--- config.mk ---
export PLATFORM = sky130hd
export DESIGN_NAME = if_id_buffer
export DESIGN_NICKNAME = d
export VERILOG_FILES = /design/src/rtl/cpu16_pkg.sv /design/src/rtl/if_id_slot.sv /design/src/rtl/if_id_buffer.sv
export SDC_FILE = /design/constraint.sdc
export NUM_CORES = 1
export LEC_CHECK = 0
export CAP_MARGIN = 5
export CELL_PAD_IN_SITES_DETAIL_PLACEMENT = 0
export CELL_PAD_IN_SITES_GLOBAL_PLACEMENT = 1
export CORE_MARGIN = 4
export CORE_UTILIZATION = 42
export CTS_BUF_LIST = sky130_fd_sc_hd__clkbuf_16
export DETAILED_ROUTE_END_ITERATION = 16
export PLACE_DENSITY_LB_ADDON = 0.1
export SLEW_MARGIN = 20
export SYNTH_ARGS = -nofsm -noshare
export SYNTH_HDL_FRONTEND = slang
export SYNTH_HIERARCHICAL = 1
export SYNTH_SLANG_ARGS = --single-unit
--- constraint.sdc ---
create_clock -name clock -period 2.1 [get_ports clock]
set_input_delay 0.42 -clock clock [delete_from_list [all_inputs] [get_ports clock]]
set_output_delay 0.42 -clock clock [all_outputs]
set_load 0.05 [all_outputs]
--- src/rtl/cpu16_pkg.sv ---
// ---------------------------------------------------------------------------
// cpu16_pkg
// Shared definitions for the 16-bit processor front end.
//   INSTR_W      : instruction / PC width in bits
//   NOP_WORD     : instruction value presented to decode when nothing is held
//   OPCODE_MSB/LSB : opcode field bounds inside an instruction word
//   ifid_state_t : IF/ID buffer occupancy state; the encoding equals the
//                  number of held words so the count can be cast directly
//   opcode_of()  : extracts the opcode field from an instruction word
// ---------------------------------------------------------------------------
package cpu16_pkg;

    localparam int              INSTR_W    = 16;
    localparam logic [15:0]     NOP_WORD   = 16'h0000;
    localparam int              OPCODE_MSB = 15;
    localparam int              OPCODE_LSB = 12;

    typedef enum logic [1:0] {
        EMPTY = 2'd0,
        ONE   = 2'd1,
        FULL  = 2'd2
    } ifid_state_t;

    function automatic logic [OPCODE_MSB-OPCODE_LSB:0] opcode_of(
        input logic [INSTR_W-1:0] instr
    );
        return instr[OPCODE_MSB:OPCODE_LSB];
    endfunction

endpackage

--- src/rtl/if_id_slot.sv ---
// ---------------------------------------------------------------------------
// if_id_slot
// One storage slot of the IF/ID buffer: an enable-loaded register pair
// holding an instruction and its PC+4 value.
// Ports:
//   clock   : rising-edge clock
//   reset_n : asynchronous active-low reset, clears both registers to 0
//   load    : capture d_instr / d_pc4 on the next rising edge
//   d_instr : instruction to capture
//   d_pc4   : PC+4 to capture
//   q_instr : held instruction
//   q_pc4   : held PC+4
// ---------------------------------------------------------------------------
module if_id_slot #(
    parameter int W = 16
) (
    input  logic         clock,
    input  logic         reset_n,
    input  logic         load,
    input  logic [W-1:0] d_instr,
    input  logic [W-1:0] d_pc4,
    output logic [W-1:0] q_instr,
    output logic [W-1:0] q_pc4
);

    logic [W-1:0] instr_q;
    logic [W-1:0] instr_d;
    logic [W-1:0] pc4_q;
    logic [W-1:0] pc4_d;

    always_comb begin
        instr_d = instr_q;
        pc4_d   = pc4_q;
        if (load) begin
            instr_d = d_instr;
            pc4_d   = d_pc4;
        end
    end

    always_ff @(posedge clock or negedge reset_n) begin
        if (!reset_n) begin
            instr_q <= '0;
            pc4_q   <= '0;
        end else begin
            instr_q <= instr_d;
            pc4_q   <= pc4_d;
        end
    end

    assign q_instr = instr_q;
    assign q_pc4   = pc4_q;

endmodule

--- src/rtl/if_id_buffer.sv ---
// ---------------------------------------------------------------------------
// if_id_buffer
// Two-entry elastic buffer between instruction fetch and decode. Each
// accepted word (instruction + PC+4) is shown to decode one cycle after it
// is pushed. One cycle of decode back-pressure is absorbed in the tail
// slot. A branch flush discards all held words and any word offered in the
// same cycle.
// Ports:
//   clock, reset_n : rising-edge clock, asynchronous active-low reset
//   in_valid       : fetch offers a word
//   in_instr/in_pc4: offered instruction and its PC+4
//   in_ready       : buffer can accept a word (registered state only)
//   flush          : branch taken; empty the buffer, drop the offered word
//   out_valid      : head word valid for decode
//   out_instr      : head instruction, NOP_WORD when empty
//   out_pc4        : head PC+4, 0 when empty
//   out_ready      : decode consumes the head
//   stall_cnt      : saturating count of cycles with out_valid && !out_ready
// ---------------------------------------------------------------------------
module if_id_buffer
    import cpu16_pkg::*;
#(
    parameter int                         INSTR_W  = cpu16_pkg::INSTR_W,
    parameter logic [cpu16_pkg::INSTR_W-1:0] NOP_WORD = cpu16_pkg::NOP_WORD,
    parameter int                         CNT_W    = 8
) (
    input  logic               clock,
    input  logic               reset_n,
    input  logic               in_valid,
    input  logic [INSTR_W-1:0] in_instr,
    input  logic [INSTR_W-1:0] in_pc4,
    output logic               in_ready,
    input  logic               flush,
    output logic               out_valid,
    output logic [INSTR_W-1:0] out_instr,
    output logic [INSTR_W-1:0] out_pc4,
    input  logic               out_ready,
    output logic [CNT_W-1:0]   stall_cnt
);

    logic [1:0]         count_q;
    logic [1:0]         count_d;
    logic [CNT_W-1:0]   stall_q;
    logic [CNT_W-1:0]   stall_d;
    ifid_state_t        state;

    logic               push;
    logic               pop;
    logic               head_load;
    logic               tail_load;
    logic               head_from_tail;

    logic [INSTR_W-1:0] head_d_instr;
    logic [INSTR_W-1:0] head_d_pc4;
    logic [INSTR_W-1:0] head_instr;
    logic [INSTR_W-1:0] head_pc4;
    logic [INSTR_W-1:0] tail_instr;
    logic [INSTR_W-1:0] tail_pc4;

    // The state encoding is the occupancy count itself.
    assign state     = ifid_state_t'(count_q);

    // Handshake flags come only from registered occupancy, so out_ready has
    // no combinational route to in_ready.
    assign in_ready  = (state != FULL);
    assign out_valid = (state != EMPTY);

    assign push = in_valid  && in_ready  && !flush;
    assign pop  = out_valid && out_ready && !flush;

    always_comb begin
        count_d        = count_q;
        head_load      = 1'b0;
        tail_load      = 1'b0;
        head_from_tail = 1'b0;
        if (flush) begin
            // Slot contents are left stale; the empty state masks them.
            count_d = 2'd0;
        end else begin
            case (state)
                EMPTY: begin
                    if (push) begin
                        head_load = 1'b1;
                        count_d   = 2'd1;
                    end
                end
                ONE: begin
                    if (push && pop) begin
                        // Head is consumed and replaced by the new word.
                        head_load = 1'b1;
                    end else if (push) begin
                        tail_load = 1'b1;
                        count_d   = 2'd2;
                    end else if (pop) begin
                        count_d   = 2'd0;
                    end
                end
                FULL: begin
                    if (pop) begin
                        head_load      = 1'b1;
                        head_from_tail = 1'b1;
                        count_d        = 2'd1;
                    end
                end
                default: begin
                    count_d = 2'd0;
                end
            endcase
        end
    end

    always_comb begin
        head_d_instr = in_instr;
        head_d_pc4   = in_pc4;
        if (head_from_tail) begin
            head_d_instr = tail_instr;
            head_d_pc4   = tail_pc4;
        end
    end

    // Counts every cycle decode is shown a word but does not take it,
    // including flush cycles; only reset clears it.
    always_comb begin
        stall_d = stall_q;
        if (out_valid && !out_ready && (stall_q != {CNT_W{1'b1}})) begin
            stall_d = stall_q + 1'b1;
        end
    end

    always_ff @(posedge clock or negedge reset_n) begin
        if (!reset_n) begin
            count_q <= 2'd0;
            stall_q <= '0;
        end else begin
            count_q <= count_d;
            stall_q <= stall_d;
        end
    end

    if_id_slot #(.W(INSTR_W)) u_head (
        .clock   (clock),
        .reset_n (reset_n),
        .load    (head_load),
        .d_instr (head_d_instr),
        .d_pc4   (head_d_pc4),
        .q_instr (head_instr),
        .q_pc4   (head_pc4)
    );

    if_id_slot #(.W(INSTR_W)) u_tail (
        .clock   (clock),
        .reset_n (reset_n),
        .load    (tail_load),
        .d_instr (in_instr),
        .d_pc4   (in_pc4),
        .q_instr (tail_instr),
        .q_pc4   (tail_pc4)
    );

    assign out_instr = out_valid ? head_instr : NOP_WORD;
    assign out_pc4   = out_valid ? head_pc4   : '0;
    assign stall_cnt = stall_q;

endmodule
== Yosys cells after proc, flatten, opt, wreduce, memory -nomap -nowiden ==
Index checks and enable logic that the tools add are counted.

* Muxes and demuxes: 21
* Add/sub/neg operators: 1
* Equality and inequality tests: 8
* Reduce and logical (&&, ||, !) cells: 12

{| class="wikitable"
|+ Operators with widths
! operator !! count
|-
| two-way mux 16 bit || 4
|-
| two-way mux 2 bit || 6
|-
| two-way mux 1 bit || 9
|-
| != test 3 bit (second input constant) || 3
|-
| adder 8 x 1 -> 8 bit (second input constant) || 1
|-
| != test 8 bit (second input constant) || 1
|-
| logical AND 1 bit || 7
|-
| case mux 2 bit (3 select lines) || 1
|-
| != test 4 bit (second input constant) || 1
|-
| AND reduction 4 bit || 1
|-
| case mux 1 bit (3 select lines) || 1
|-
| equality test 2 x 1 -> 1 bit (second input constant) || 1
|-
| equality test 2 bit (second input constant) || 1
|-
| logical NOT 1 bit || 2
|-
| logical NOT 2 bit || 1
|-
| != test 2 bit (second input constant) || 1
|-
| nonzero test 2 bit || 1
|}

* Output and inout bits: 42
* Flip-flop bits (word level): 74
* Input port bits: 37

== Depth between registers and ports, before layout ==
Gate-level depths: netlist of the first run.

* Word-level depth: 8
* Gate-level depth with buffers: 7
* Gate-level depth less buffers: 5

== Cells and area by module ==
Netlist of the first run, hierarchy kept.

{| class="wikitable"
|+ By module, submodules not included
! module !! times used !! cells each !! area each (um^2) !! seq. area each (um^2)
|-
| if_id_slot || 2 || 68 || 1345.0 || 800.8
|-
| if_id_buffer || 1 || 126 || 1186.1 || 250.2
|}

== Least setup slack after synthesis of the first run ==
No wires, ideal clock.

* Path kind: register -> output
* From: reg count_q[1]
* To: out out_instr[10]
* Stages on the path, launching flop included: 4
* Arrival time: 1435 ps
* Path slack: 245 ps
* Cells stage by stage: dfrtp_1 nor2_2 clkbuf_1 nor2b_1

* Cells in the longest elaborated chain, start to end: 2

{| class="wikitable"
|+ RTL lines
! item !! line !! source
|-
| start, declared || if_id_buffer.sv:41 || <nowiki>logic [1:0] count_q;</nowiki>
|-
| start signal, assigned || if_id_buffer.sv:135 || <nowiki>count_q <= count_d;</nowiki>
|-
| nonzero test 2 bit || if_id_buffer.sv:66 || <nowiki>assign out_valid = (state != EMPTY);</nowiki>
|-
| two-way mux 16 bit || if_id_buffer.sv:160 || <nowiki>assign out_instr = out_valid ? head_instr : NOP_WORD;</nowiki>
|-
| end, declared || if_id_buffer.sv:35 || <nowiki>output logic [INSTR_W-1:0] out_instr,</nowiki>
|}

Every way passes these cells.

== Worst setup path in the final report of the first run ==
* From: reg stall_q[4], in the netlist stall_cnt[4]
* To: out stall_cnt[4]

{| class="wikitable"
|+ RTL lines
! item !! line !! source
|-
| start, declared || if_id_buffer.sv:43 || <nowiki>logic [CNT_W-1:0] stall_q;</nowiki>
|-
| start signal, assigned || if_id_buffer.sv:136 || <nowiki>stall_q <= stall_d;</nowiki>
|-
| end, declared || if_id_buffer.sv:38 || <nowiki>output logic [CNT_W-1:0] stall_cnt</nowiki>
|}

No word-level cell between the ends.

==> qor.csv, run 1 <==
stage,metric,value,unit
status,status,"finished, final reports clean",
layout,num-fill-cells,733,
yosys,synthTopCellsByCount,"dfrtp_1, mux2_4, mux2_2, nor2b_1, buf_12",
global_route,grt_antenna_before_repair,0,
clock_tree,ctsLongestPathBuffers,2,
power_and_ir_drop,leakagePower,2.273,nW
job,maxCapViolCount,0,
die,core,0.008848,mm2
timing,max_clock_freq,0.4944,GHz
setup_path,reg2reg_depth,5,
detailed_routing,avgRoutedWirePerCell,16.10,um
clock_tree,tritoncts,yes,
yosys,yosysMostFrequentCell,dfrtp_1,
setup_path,crit_family,buffers and inverters,
power_and_ir_drop,power.density,1039,mW/mm2
yosys,avgSynthCellArea,14.79,um2
yosys,syn_nets,300,
global_route,grt_overflow,0,
setup_path,cp_max_fo,7,
timing,fin_crit_sh,0.9631,
die,num_rows,34,
yosys,async_flop_share,1.000,
setup_path,crit_start,stall_cnt[4],
die,ios,79,
yosys,yosys.area.top_type,dfrtp_1,
clock_tree,cts-resized-gates,0,
yosys,ys_types,32,
timing,worst_pin_slew,0.5008,ns
setup_path,critPathBufInv,1,
setup_path,reg2reg_setup_slack,0.21,ns
timing,post-route-min-period,2.022,ns
yosys,yosysSeqAreaShare,0.4777,
setup_path,cp-end-kind,output port,
layout,finish.utilization,0.5740,
yosys,yosys.area.top_type_share,0.4777,
yosys,synthFlopType,dfrtp_1,
detailed_routing,drtPass1Iterations,4,
yosys,yosysWarnings,6,
die,dieWidth,104.1,um
setup_path,required,1.68,ns
clock_tree,numCtsBuffers,9,
detailed_routing,ant_nets,0,
placed_design,place_hpwl,5192,um
layout,syn_to_final_growth,31.02,%
timing,setup_violations,0,
layout,fin_nets,394,
global_route,track_usage,0.1468,
die,die_h,104.1,um
setup_path,path_cells,clkdlybuf4s50_1,
timing,rsz0062_at_grt,false,
timing,skew,0.005503,ns
setup_path,max_stage_delay,0.84,ns
setup_path,arrival,1.60,ns
setup_path,crit_path_start_kind,flip-flop,
setup_path,crit_cells,1,
global_route,grt_pass1_vias,2518,
timing,final.setup.worst_slack,0.07753,ns
clock_tree,clock-sinks,74,
clock_tree,clock-root-buffer,clkbuf_16,
yosys,syn_area,0.003876,mm2
clock_tree,clk_latency,0.32,ns
die,die_area,0.01083,mm2
detailed_routing,vias_per_cell,4.897,
setup_path,rr_endpoint,u_head/q_instr[11],
layout,drive_above_1_share,0.4889,
timing,maxSlewHeadroom,0.6651,
timing,hold_viol_final,0,
global_route,grt_pass1_wl,12900,um
setup_path,worstSetupEndpoint,stall_cnt[4],
yosys,ys_ff_latch,74,
timing,hold_ws,0.4839,ns
detailed_routing,vias,2292,
die,start_util,0.4381,
yosys,synth_cells,262,
setup_path,path_class,flip-flop to output port,
setup_path,r2r-start,count_q[0],
clock_tree,ctsHtreeMaxLevel,3,
setup_path,cp_slowest_cell,clkdlybuf4s50_1,
layout,antenna_cells,0,
detailed_routing,detail_route.wirelength,7535,um
timing,slew_viol_final,0,
global_route,grt_start_max_net_pins,45,
placed_design,gp_congestion,0.7331,
power_and_ir_drop,ir_drop,0.0009266,V
placed_design,io_buffers,78,
yosys,synth_edf_count,0,
detailed_routing,drc,0,
hold_path,hold_class,primary input to async pin,
clock_tree,clk_pin_slew,0.06,ns
detailed_routing,drtIter0Drc,57,
placed_design,pre_cts_slack,-0.1373,ns
yosys,synth_area_leaders,"dfrtp_1, mux2_4, mux2_2",
cell families (layout without fill, tap and decap cells):
logic type	count (synthesis)	after routing	synth area share
AO/OA/AOI/OAI	10	10	0.01549
AND/OR/NAND/NOR	58	58	0.1004
buffers and inverters	18	116	0.05326
multiplexers	99	99	0.3454
adder cells (fa/ha/maj)	1	1	0.003227
flip-flops	74	74	0.4777
XOR/XNOR	2	2	0.004520
worst min path at each step:
stage / from / endpoint / slack, ns / depth (start not counted)
after CTS: reset_n / u_tail/q_instr[8] / 0.47 / 2
after detailed placement: reset_n / u_tail/q_instr[8] / 0.29 / 1
after global placement: reset_n / u_tail/q_instr[7] / 0.29 / 1
final: reset_n / u_tail/q_instr[8] / 0.48 / 2
after floorplan: reset_n / count_q[0] / 0.12 / 0
after global routing: reset_n / u_tail/q_instr[8] / 0.50 / 2
power by group:
group | internal, mW | leakage [nW] | switching [mW] | total (mW)
clock network | 1.03 | 0.153 | 0.566 | 1.59
logic | 0.836 | 1.23 | 0.810 | 1.65
registers | 1.79 | 0.892 | 0.244 | 2.04
total | 3.66 | 2.27 | 1.62 | 5.28
what timing repair did:
action	CTS	global route
cloned	0	0
hold buffers	1	0
setup buffers	1	0
setup endpoints to repair	2	1
pin swaps	1	1
endpoints found under the hold margin	12	0
flip-flops by register name, indices dropped and copies added (netlist names):
register	cells
u_head/q_instr	16
u_head/q_pc4	16
u_tail/q_instr	16
u_tail/q_pc4	16
stall_cnt	8
count_q	2
area by class of cell:
| class | count | area (um2) | area share |
|---|---|---|---|
| flip-flops and latches | 74 | 1852 | 0.3646 |
| multi-input cells | 170 | 1839 | 0.3622 |
| repair buffers | 98 | 933.4 | 0.1838 |
| clock buffers | 9 | 225.2 | 0.04435 |
| well taps | 108 | 135.1 | 0.02661 |
| clock inverters | 6 | 82.58 | 0.01626 |
| inverters | 3 | 11.26 | 0.002217 |
cell usage in the layout (no fill, tap or decap), types with 2 or more instances in the layout:
master           instances
a21oi_1                  4
and2b_2                  4
buf_12                   7
buf_4                   47
bufinv_16                2
clkbuf_16                9
clkdlybuf4s50_1         43
clkinv_2                 2
dfrtp_1                 74
inv_1                    3
mux2_2                  38
mux2_4                  60
nand2_1                  4
nand3_1                  3
nand4_1                  2
nor2_1                   3
nor2b_1                 31
nor3_1                   2
xnor2_1                  2
layer usage:
layer | global-route usage | share of wire
met5 | 0 | 0
met4 | 0.05413 | 0.012
met3 | 0.04345 | 0.042
met2 | 0.2344 | 0.47
met1 | 0.1887 | 0.47
through the flow:
stage	power [mW]	instances	instance area [um2]	setup TNS, ns
floorplan	3.202	262	3876	0
global placement	3.689	451	4753	-3.300
detailed placement	3.712	451	4753	-3.877
CTS	5.352	468	5079	0
global route	5.540	468	5079	0
finish	5.276	468	5079	0
No activity file was read; power rests on OpenSTA's default activity.
==> run 2, diff against run 1 <==
--- a/config.mk
+++ b/config.mk
@@ -12,6 +12,7 @@
 export CORE_UTILIZATION = 42
 export CTS_BUF_LIST = sky130_fd_sc_hd__clkbuf_16
 export DETAILED_ROUTE_END_ITERATION = 16
+export GPL_TIMING_DRIVEN = 0
 export PLACE_DENSITY_LB_ADDON = 0.1
 export SLEW_MARGIN = 20
 export SYNTH_ARGS = -nofsm -noshare
==> run 2 against run 1 <==
Routed wire length rose by 2.0%. Fmax shrank 1.3%. Hold slack got worse by 0.48 ns. Worst setup slack lost 0.026 ns. Sequential share of layout area rose by 0.59 points. Clock skew is 0.0036 ns higher. Register-to-register slack got worse by 0.05 ns. First-iteration DRC count fell by 11%. Critical path depth rose by 3. Sequential cell count stayed put. Combinational power is essentially flat. Critical path type unchanged. Critical endpoint is now out_pc4[10]. Largest power group unchanged. Highest routed layer unchanged.
==> qor.csv, run 2 (same netlist as run 1, synthesis figures left out) <==
stage,metric,value,unit,change
clock_tree,clock-root-buffer,clkbuf_16,,unchanged
global_route,grt_overflow,0,,unchanged
power_and_ir_drop,leakagePower,2.242,nW,was 2.273 nW
setup_path,cp-end-kind,output port,,unchanged
timing,skew,0.009143,ns,was 0.005503 ns
power_and_ir_drop,pwr-share-seq,0.396,,was 0.386
timing,slew_viol_final,0,,unchanged
placed_design,io_buffers,77,,was 78
clock_tree,ctsLongestPathBuffers,2,,unchanged
global_route,track_usage,0.1523,,was 0.1468
timing,fin_crit_sh,0.9757,,was 0.9631
detailed_routing,vias,2289,,"was 2,292"
clock_tree,numCtsBuffers,9,,unchanged
detailed_routing,avgRoutedWirePerCell,16.52,um,was 16.10 um
clock_tree,clk_latency,0.33,ns,was 0.32 ns
die,num_rows,34,,unchanged
timing,worst_pin_slew,0.5026,ns,was 0.5008 ns
global_route,grt_start_max_net_pins,50,,was 45
clock_tree,clock-sinks,74,,unchanged
detailed_routing,drtPass1Iterations,4,,unchanged
layout,final_common_cell,dfrtp_1,,unchanged
detailed_routing,detail_route.wirelength,7684,um,was 7535 um
detailed_routing,drtIter0Drc,51,,was 57
layout,syn_to_final_growth,29.02,%,was 31.02%
timing,hold_viol_final,0,,unchanged
status,status,"finished, final reports clean",,unchanged
power_and_ir_drop,p_int,3.503,mW,was 3.656 mW
setup_path,required,1.68,ns,about the same
detailed_routing,vias_per_cell,4.923,,was 4.897
power_and_ir_drop,ir_drop,0.0007629,V,was 0.0009266 V
timing,fin_setup_tns,0,ns,unchanged
layout,fin_nets,391,,was 394
power_and_ir_drop,comb_power_share,0.315,,was 0.312
hold_path,hold_class,primary input to async pin,,unchanged
die,core,0.008848,mm2,unchanged
clock_tree,ctsHtreeMaxLevel,3,,unchanged
timing,post-route-min-period,2.049,ns,was 2.022 ns
timing,final.setup.worst_slack,0.05105,ns,was 0.07753 ns
power_and_ir_drop,total_power,5.132,mW,was 5.276 mW
global_route,grt_pass1_vias,2579,,"was 2,518"
die,start_util,0.4381,,unchanged
timing,setup_violations,0,,unchanged
timing,rsz0062_at_grt,true,,was false
setup_path,arrival,1.63,ns,was 1.60 ns
clock_tree,tritoncts,yes,,unchanged
placed_design,pre_cts_slack,-0.5818,ns,was -0.1373 ns
placed_design,place_hpwl,5113,um,was 5192 um
power_and_ir_drop,switching_share,0.3175,,was 0.3070
clock_tree,clk_pin_slew,0.06,ns,about the same
placed_design,dp_cells,448,,was 451
die,dieWidth,104.1,um,unchanged
setup_path,crit_path_start_kind,flip-flop,,unchanged
layout,mostFrequentLayoutCells,"dfrtp_1, mux2_4, clkdlybuf4s50_1, mux2_2, nor2b_1",,"was dfrtp_1, mux2_4, buf_4, clkdlybuf4s50_1, mux2_2"
timing,maxSlewHeadroom,0.6639,,was 0.6651
detailed_routing,ant_nets,0,,unchanged
global_route,grt_pass1_wl,13340,um,"was 12,900 um"
global_route,grt_antenna_before_repair,0,,unchanged
detailed_routing,drc,0,,unchanged
placed_design,gp_congestion,0.7092,,was 0.7331
die,ios,79,,unchanged
layout,drive_above_1_share,0.4846,,was 0.4889
setup_path,path_class,flip-flop to output port,,unchanged
die,die_area,0.01083,mm2,unchanged
power_and_ir_drop,p_clk_frac,0.288,,was 0.302
timing,max_clock_freq,0.4881,GHz,was 0.4944 GHz
layout,antenna_cells,0,,unchanged
layout,fin_cells,465,,was 468
power_and_ir_drop,power.density,1026,mW/mm2,was 1039 mW/mm2
die,die_h,104.1,um,unchanged
job,maxCapViolCount,0,,unchanged
setup_path,cp_max_fo,10,,was 7
power_and_ir_drop,p_switching,1.630,mW,was 1.620 mW
run 2: power by group through the flow:
stage               sequential [mW]  combinational (mW)  clock (mW)
floorplan                      2.20                1.00           0
detailed placement             2.05                1.67           0
CTS                            2.03                1.68        1.52
global route                   2.09                1.72        1.59
global placement               2.04                1.65           0
finish                         2.03                1.62        1.48
run 2: worst paths after layout:
check	from	end	slack, ns	cells after the start
hold / removal	reset_n	u_head/q_instr[5]	0.001	1
min in group clock	out_ready	count_q[1]	0.37	2
setup / recovery	count_q[0]	out_pc4[10]	0.05	4
setup reg to reg	count_q[0]	u_head/q_instr[13]	0.16	5
max in group asynchronous	reset_n	count_q[1]	1.50	2
hold reg to reg	u_head/q_instr[11]	u_head/q_instr[11]	0.50	1
run 2: through the flow:
stage          hold WS, ns  cell area (um2)  utilization
3_3_place_gp        0.4838             4782       0.5404
4_1_cts            0.01151             5174       0.5847
6_report         0.0009599             5001       0.5652
5_1_grt            0.01875             5001       0.5652
2_1_floorplan       0.1244             3876            -
3_5_place_dp        0.3621             4807       0.5433
run 2: critical path, cell delays in order (launching register included):
cell,delay [ns]
dfrtp_1,0.44
nor2_4,0.25
clkbuf_8,0.22
nor2b_1,0.05
clkdlybuf4s15_2,0.33
run 2: cell type report:
type / count / area (um2)
Buffer: 15 / 225.2
Clock buffer: 9 / 225.2
Clock inverter: 6 / 58.81
Fill cell: 778 / 3847
Inverter: 3 / 11.26
Multi-Input combinational cell: 170 / 1823
Sequential cell: 74 / 1853
Tap cell: 108 / 135.1
Timing Repair Buffer: 80 / 669.4
run 2: what timing repair did:
item / CTS / global route
buffers inserted: 1 / 1
setup endpoints to repair: 34 / 33
resized for setup: 110 / 59
pin swaps: 1 / 0
hold buffers: 0 / 0
run 2: routing by layer:
metal | vias to the layer above | track usage | part of all wire
li1 | 1108 | - | -
met1 | 1116 | 0.2032 | 0.48
met2 | 55 | 0.2405 | 0.46
met3 | 10 | 0.04035 | 0.043
met4 | 0 | 0.05128 | 0.014
met5 | - | 0 | 0
